File: config.mk
export PLATFORM = sky130hd
export DESIGN_NAME = uart_rx_core
export DESIGN_NICKNAME = d
export VERILOG_FILES = /design/src/rtl/uart_rx_pkg.sv /design/src/rtl/uart_rx_timer.sv /design/src/rtl/uart_rx_core.sv
export SDC_FILE = /design/constraint.sdc
export NUM_CORES = 1
export LEC_CHECK = 0
export ABC_AREA = 1
export CAP_MARGIN = 20
export CORE_ASPECT_RATIO = 0.75
export CORE_MARGIN = 2
export CORE_UTILIZATION = 25
export DETAILED_ROUTE_END_ITERATION = 16
export HOLD_SLACK_MARGIN = 0.15
export PLACE_DENSITY = 0.44
export SLEW_MARGIN = 20
export SYNTH_ARGS = -nofsm -noshare
export SYNTH_HDL_FRONTEND = slang
export SYNTH_HIERARCHICAL = 1
export SYNTH_SLANG_ARGS = --single-unit
File: constraint.sdc
create_clock -name clk -period 2.25 [get_ports clk]
set_clock_uncertainty 0.15 [all_clocks]
set_input_delay 0.45 -clock clk [delete_from_list [all_inputs] [get_ports clk]]
set_output_delay 0.45 -clock clk [all_outputs]
set_load 0.05 [all_outputs]
File: src/rtl/uart_rx_pkg.sv
// Shared types and helpers for the UART receive core.
package uart_rx_pkg;

  typedef enum logic [2:0] {IDLE, START, DATA, PARITY, STOP, LOAD} rx_state_t;

  localparam int DEF_CLKS_PER_BIT = 10;
  localparam int HALF_BIT         = DEF_CLKS_PER_BIT / 2;

  function automatic int half_bit(input int clks_per_bit);
    return clks_per_bit / 2;
  endfunction

endpackage

File: src/rtl/uart_rx_timer.sv
// Bit-period counter: half_tick marks the start-bit centre, bit_tick a full bit period.
module uart_rx_timer
  import uart_rx_pkg::*;
#(
  parameter int CLKS_PER_BIT = 10
) (
  input  logic clk,
  input  logic n_rst,
  input  logic clear,
  input  logic enable,
  input  logic half_sel,
  output logic half_tick,
  output logic bit_tick
);

  localparam int CW = $clog2(CLKS_PER_BIT);
  localparam int HB = half_bit(CLKS_PER_BIT);

  logic [CW-1:0] cnt;
  logic          term;

  assign half_tick = (cnt == CW'(HB - 1));
  assign bit_tick  = (cnt == CW'(CLKS_PER_BIT - 1));
  assign term      = half_sel ? half_tick : bit_tick;

  // Restart from zero on the selected terminal count so the next period lines up.
  always_ff @(posedge clk or negedge n_rst) begin
    if (!n_rst)       cnt <= '0;
    else if (clear)   cnt <= '0;
    else if (enable)  cnt <= term ? '0 : cnt + 1'b1;
  end

endmodule

File: src/rtl/uart_rx_core.sv
// UART receive core: start detect, mid-bit sampling, stop check, byte hand-off.
// Optional even-parity check enabled by defining UART_RX_PARITY_EN.
module uart_rx_core
  import uart_rx_pkg::*;
#(
  parameter int CLKS_PER_BIT = 10,
  parameter int DATA_BITS    = 8
) (
  input  logic                 clk,
  input  logic                 n_rst,
  input  logic                 serial_in,
  input  logic                 data_read,
  output logic [DATA_BITS-1:0] rx_data,
  output logic                 data_ready,
  output logic                 overrun_error,
`ifdef UART_RX_PARITY_EN
  output logic                 parity_error,
`endif
  output logic                 framing_error
);

  localparam int IW = $clog2(DATA_BITS + 1);

  rx_state_t            state, state_n;
  logic                 prev_q, start_edge;
  logic [IW-1:0]        bit_idx;
  logic [DATA_BITS-1:0] shift_q;
  logic                 tmr_clear, tmr_en, half_sel, half_tick, bit_tick;
  logic                 shift_en, stop_bad, load, last_bit;
`ifdef UART_RX_PARITY_EN
  logic                 par_en, par_q;
`endif

  assign start_edge = prev_q & ~serial_in;
  assign last_bit   = (bit_idx == IW'(DATA_BITS - 1));

  uart_rx_timer #(.CLKS_PER_BIT(CLKS_PER_BIT)) u_timer (
    .clk       (clk),
    .n_rst     (n_rst),
    .clear     (tmr_clear),
    .enable    (tmr_en),
    .half_sel  (half_sel),
    .half_tick (half_tick),
    .bit_tick  (bit_tick)
  );

  always_ff @(posedge clk or negedge n_rst) begin
    if (!n_rst) state <= IDLE;
    else        state <= state_n;
  end

  always_comb begin
    state_n   = state;
    tmr_clear = 1'b0;
    tmr_en    = 1'b0;
    half_sel  = 1'b0;
    shift_en  = 1'b0;
    stop_bad  = 1'b0;
    load      = 1'b0;
`ifdef UART_RX_PARITY_EN
    par_en    = 1'b0;
`endif
    case (state)
      IDLE: begin
        tmr_clear = 1'b1;
        if (start_edge) state_n = START;
      end
      START: begin
        tmr_en   = 1'b1;
        half_sel = 1'b1;
        // A line back high at the start-bit centre was only a glitch.
        if (half_tick) state_n = serial_in ? IDLE : DATA;
      end
      DATA: begin
        tmr_en = 1'b1;
        if (bit_tick) begin
          shift_en = 1'b1;
`ifdef UART_RX_PARITY_EN
          if (last_bit) state_n = PARITY;
`else
          if (last_bit) state_n = STOP;
`endif
        end
      end
`ifdef UART_RX_PARITY_EN
      PARITY: begin
        tmr_en = 1'b1;
        if (bit_tick) begin
          par_en  = 1'b1;
          state_n = STOP;
        end
      end
`endif
      STOP: begin
        tmr_en = 1'b1;
        if (bit_tick) begin
          if (serial_in) state_n = LOAD;
          else begin
            stop_bad = 1'b1;
            state_n  = IDLE;
          end
        end
      end
      LOAD: begin
        load    = 1'b1;
        state_n = IDLE;
      end
      default: state_n = IDLE;
    endcase
  end

  always_ff @(posedge clk or negedge n_rst) begin
    if (!n_rst) begin
      prev_q        <= 1'b1;
      bit_idx       <= '0;
      shift_q       <= '0;
      rx_data       <= '0;
      data_ready    <= 1'b0;
      overrun_error <= 1'b0;
      framing_error <= 1'b0;
`ifdef UART_RX_PARITY_EN
      par_q         <= 1'b0;
      parity_error  <= 1'b0;
`endif
    end else begin
      prev_q <= serial_in;
      if (state == IDLE)  bit_idx <= '0;
      else if (shift_en)  bit_idx <= bit_idx + 1'b1;
      if (shift_en) shift_q <= {serial_in, shift_q[DATA_BITS-1:1]};
      if (state == IDLE && start_edge) framing_error <= 1'b0;
      else if (stop_bad)               framing_error <= 1'b1;
`ifdef UART_RX_PARITY_EN
      if (par_en) par_q <= serial_in;
`endif
      if (data_read) begin
        data_ready    <= 1'b0;
        overrun_error <= 1'b0;
`ifdef UART_RX_PARITY_EN
        parity_error  <= 1'b0;
`endif
      end
      // A load wins over a simultaneous read, and a read in that cycle avoids overrun.
      if (load) begin
        rx_data    <= shift_q;
        data_ready <= 1'b1;
        if (data_ready && !data_read) overrun_error <= 1'b1;
`ifdef UART_RX_PARITY_EN
        parity_error <= par_q ^ (^shift_q);
`endif
      end
    end
  end

endmodule
==> Word-level counts from Yosys, hierarchy flattened <==
Cells that the tools add are included.
{ "op_classes": {"n_mux": 30, "reduce_logical": 10, "bitwise": 2, "n_eq_ne": 12, "n_addsub": 2} }
{ "op_table": {"columns": ["operator", "count"], "rows": [
  ["4-bit two-way mux", 5],
  ["3-bit two-way mux", 6],
  ["1-bit two-way mux", 17],
  ["3-bit case mux with 4 select lines", 1],
  ["4-bit by 1-bit adder with 4-bit output (second input constant)", 2],
  ["4-bit by 3-bit equality test with 1-bit output (second input constant)", 2],
  ["2-bit nonzero test", 4],
  ["3-bit equality test (second input constant)", 2],
  ["2-bit by 1-bit != test with 1-bit output (second input constant)", 3],
  ["5-bit AND reduction", 1],
  ["4-bit equality test (second input constant)", 1],
  ["2-bit != test (second input constant)", 2],
  ["3-bit by 1-bit equality test with 1-bit output (second input constant)", 1],
  ["3-bit by 2-bit equality test with 1-bit output (second input constant)", 1],
  ["3-bit logical NOT", 1],
  ["3-bit OR reduction", 1],
  ["1-bit logical AND", 2],
  ["2-bit two-way mux", 1],
  ["1-bit bitwise AND", 1],
  ["1-bit logical NOT", 1],
  ["1-bit NOT", 1]
]} }
{ "totals": {"input_bits": 4, "wordCells": 65, "ff_bits": 31} }

==> Depth between registers and ports, before layout <==
{ "logic_depth": {"ltp_word": 6, "mapped_depth": 11, "depth_no_buf": 11} }

==> Hierarchy <==
The synthesis kept the hierarchy.
{ "modules_own_cells": {"columns": ["mod", "area_each_um2", "cells_each", "seq_area_each_um2", "instances"], "rows": [
  ["uart_rx_core", 1187.4, 133, 676.9, 1],
  ["uart_rx_timer", 289.0, 37, 100.1, 1]
]} }

==> Worst setup path before layout <==
OpenSTA, ideal clock, no wires.
{ "synth_timing": {"path_kind": "flip-flop to flip-flop", "start": "reg u_timer.cnt[1]", "end": "reg shift_q[3]", "period_less_slack_ps": 1556, "stages_incl_launch_ff": 10, "slack_ps": 694, "t_arrival_ps": 1285, "cell_sequence": "dfrtp_1 -> inv_1 -> ha_1 -> nand2_1 -> nor2_2 -> inv_1 -> nor2_8 -> inv_1 -> nand2_1 -> o21ai_1"} }
{ "synth_via": {"elab_chain_cells": 3} }
{ "synth_rtl": {"columns": ["element", "line_no", "source"], "rows": [
  ["start: declaration", "uart_rx_timer.sv:19", "logic [CW-1:0] cnt;"],
  ["start signal: assignment", "uart_rx_timer.sv:30", "else if (enable) cnt <= term ? '0 : cnt + 1'b1;"],
  ["4-bit equality test", "uart_rx_timer.sv:23", "assign bit_tick = (cnt == CW'(CLKS_PER_BIT - 1));"],
  ["named net bit_tick", "uart_rx_core.sv:28", "logic tmr_clear, tmr_en, half_sel, half_tick, bit_tick;"],
  ["1-bit two-way mux", "uart_rx_core.sv:76", "if (bit_tick) begin"],
  ["1-bit two-way mux", "uart_rx_core.sv:63", "case (state)"],
  ["end signal: assignment", "uart_rx_core.sv:129", "if (shift_en) shift_q <= {serial_in, shift_q[DATA_BITS-1:1]};"],
  ["end: declaration", "uart_rx_core.sv:27", "logic [DATA_BITS-1:0] shift_q;"]
]} }
The timed path passes the listed nets, and every way through them passes these cells.
A chain may end at the register's enable or synchronous reset.

==> Final worst setup path <==
{ "layout_timing": {"start": "reg framing_error", "end": "out framing_error"} }
{ "layout_rtl": {"columns": ["element", "line_no", "source"], "rows": [
  ["start: declaration", "uart_rx_core.sv:19", "output logic framing_error"],
  ["start signal: assignment", "uart_rx_core.sv:120", "framing_error <= 1'b0;"],
  ["start signal: assignment", "uart_rx_core.sv:130", "if (state == IDLE && start_edge) framing_error <= 1'b0;"],
  ["start signal: assignment", "uart_rx_core.sv:131", "else if (stop_bad) framing_error <= 1'b1;"]
]} }
No word-level cell between the ends.

==> impl_metrics.py <==
metrics = {
    "power": {
        "intPower_mw": 1.10,
        "p_leak_nw": 0.895,
        "p_comb_frac": 0.346,
        "p_seq_frac": 0.381,
        "p_clk_frac": 0.272,
        "irDropWorstVdd_v": 0.000222,
        "power_switching_mw": 0.713,
        "powerDensity_nw_per_um2": 997,
        "switching_share": 0.394,
        "p_total_mw": 1.81,
    },
    "worst_setup_path": {
        "worstSetupPathType": "flip-flop to output port",
        "required_ns": 1.65,
        "cp_top_family": "buffers and inverters",
        "worst-path-buf-inv": 1,
        "slowest_stage": "clkdlybuf4s50_1",
        "cp_cell_sequence": "clkdlybuf4s50_1",
        "crit_fanout": 2,
        "cpPeakStageDelay_ns": 0.81,
        "critPathArrivalTime_ns": 1.47,
        "crit_path_end_kind": "output port",
        "startpoint_type": "flip-flop",
    },
    "floorplanning": {
        "die_area_um2": 6540,
        "core-area_um2": 5770,
        "io_pins": 15,
        "rows": 24,
        "die_y_um": 70.6,
        "start_util": 0.256,
        "die_w_um": 92.7,
    },
    "clock_tree": {
        "root_buffer": "clkbuf_8",
        "clkTransAtPathRegs_ns": 0.07,
        "post_cts.repair.setup_buffers": 0,
        "h-tree-depth": 2,
        "cts_hold_buf": 0,
        "clockBufferDepth": 2,
        "cts_buffers": 5,
        "cts.sinks": 31,
        "cts_tree": "built",
        "clock_latency_ns": 0.28,
        "cts.repair.resized": 0,
    },
    "yosys": {
        "yosys_most_used_dff": "dfrtp_1",
        "ys_warn_count": 6,
        "synth_cell_types": 24,
        "synth.most_common_cell": "nand2_1",
        "synth-seq-area-share": 0.526,
        "synth.area.top_cells": "dfrtp_1, nand2_1, inv_1",
        "synth-seq-cells": 31,
        "synthCells": 170,
        "synth.avg_cell_area_um2": 8.68,
        "synth_edf_count": 0,
        "yosysTopAreaCell": "dfrtp_1",
        "syn-cell-area_um2": 1480,
        "ys_top_cells_by_count": "nand2_1, dfrtp_1, inv_1, o21ai_0",
        "syn-num-nets": 178,
        "ys_async_sr_fraction": 1.00,
        "synth_top_area_frac": 0.508,
    },
    "grt": {
        "grtUsageTotal": 0.0950,
        "grt-ovfl-total": 0,
        "grt_pass1_wl_um": 4740,
        "grt_pass1_vias": 1006,
        "grt_antenna_before_repair": 0,
        "grt_max_degree": 32,
    },
    "place": {
        "io_buffer_count": 14,
        "numPlacedInstances": 262,
        "dp_hpwl_um": 2020,
        "place_ws_ns": 0.413,
        "gp_congestion": 0.824,
    },
    "drt": {
        "avgViaCountPerCell": 4.01,
        "vias": 1083,
        "final_antenna_net_count": 0,
        "drtPass1Iterations": 4,
        "postRouteWirelength_um": 2830,
        "first_iter_violations": 31,
        "drc": 0,
        "avgRoutedWirePerCell_um": 10.5,
    },
    "timing": {
        "fin_hold_ws_ns": 0.332,
        "layout_min_cycle_time_ns": 2.07,
        "setup-tns-final_ns": 0,
        "timing.final.crit_share": 0.919,
        "finalHoldViolations": 0,
        "rsz0062_at_grt": "no",
        "setup_viol": 0,
        "maxSlewViolCount": 0,
        "finalWorstSetupSlack_ns": 0.182,
        "worstMarginPinSlew_ns": 0.516,
        "slew_headroom": 0.655,
        "max_freq_mhz": 484,
    },
    "cells_and_area": {
        "finalNonFillerCells": 270,
        "layout-drive-gt1-share": 0.130,
        "nets": 199,
        "syn_to_final_growth_pct": 23.1,
        "n_antenna_cell": 0,
        "fillers": 623,
    },
    "run": {
        "drv_cap": 0,
    },
    "min_path": {
        "hold_path.class": "flip-flop to flip-flop",
    },
    "run_status": {
        "status": "completed",
    },
}
==> sequential cells by signal, summed over array words and instances (netlist names) <==
signal	count
overrun_error	1
state	3
framing_error	1
shift_q	8
data_ready	1
rx_data	8
bit_idx	4
prev_q	1
u_timer/cnt	4
==> through the flow <==
| stage | util | area [um^2] |
|---|---|---|
| finish | 0.315 | 1820 |
| global route | 0.315 | 1820 |
| CTS | 0.315 | 1820 |
| detailed placement | 0.297 | 1710 |
| global placement | 0.297 | 1710 |
| floorplan | - | 1480 |
==> worst paths after layout <==
path	from	slack [ns]	depth (start not counted)	to
max	framing_error	0.18	1	framing_error
min	shift_q[6]	0.33	2	shift_q[5]
max reg2reg	u_timer/cnt[1]	0.51	8	bit_idx[0]
min reg2reg	shift_q[6]	0.33	2	shift_q[5]
max in group asynchronous	n_rst	1.21	2	prev_q
min in group asynchronous	n_rst	0.42	2	framing_error
==> logic make-up (layout without fill, tap and decap cells) <==
family | after synthesis | after routing | share of synthesized area
muxes | 2 | 2 | 0.0153
DFF | 31 | 31 | 0.526
adders and majority gates | 4 | 4 | 0.0339
AOI/OAI and AO/OA | 29 | 29 | 0.104
buffers and inverters | 28 | 50 | 0.0771
and+or+nand+nor | 76 | 76 | 0.243
==> layout by cell type (no fill, tap or decap) <==
master,n
a21oi_1,6
nand4_1,2
dfrtp_1,30
clkinvlp_4,1
nand3_2,2
inv_1,26
o21ai_0,16
nor2_1,9
nand3b_1,1
nor2_2,4
nand3_1,9
clkbuf_8,7
clkdlybuf4s50_1,14
or2_1,1
ha_1,4
nand2_1,44
buf_4,2
mux2_2,2
nor2_8,1
a21oi_2,1
nand2_2,2
dfstp_2,1
nand2_4,1
a31oi_1,1
o21ai_1,4
o21ai_2,1
==> layer usage <==
metal	up-vias	track usage	wire length, um
met3	2	0.0330	81
met1	499	0.134	1540
li1	574	-	-
met5	-	0	0
met4	0	0.0556	40
met2	8	0.125	1160
==> power groups by stage <==
stage / clock network (mW) / registers, mW / logic, mW
6_report: 0.493 / 0.691 / 0.627
5_1_grt: 0.533 / 0.700 / 0.716
4_1_cts: 0.510 / 0.691 / 0.630
3_5_place_dp: 0 / 0.699 / 0.628
3_3_place_gp: 0 / 0.703 / 0.641
2_1_floorplan: 0 / 0.744 / 0.425
==> layout make-up <==
type	count	area (um^2)	area share
clock buffers	7	96.3	0.0530
flip-flops and latches	31	777	0.428
well taps	78	97.6	0.0537
multi-input cells	111	586	0.322
clock inverters	1	7.51	0.00413
repair buffers	16	155	0.0854
inverters	26	97.6	0.0537
Power figures use the tool's default switching activity.
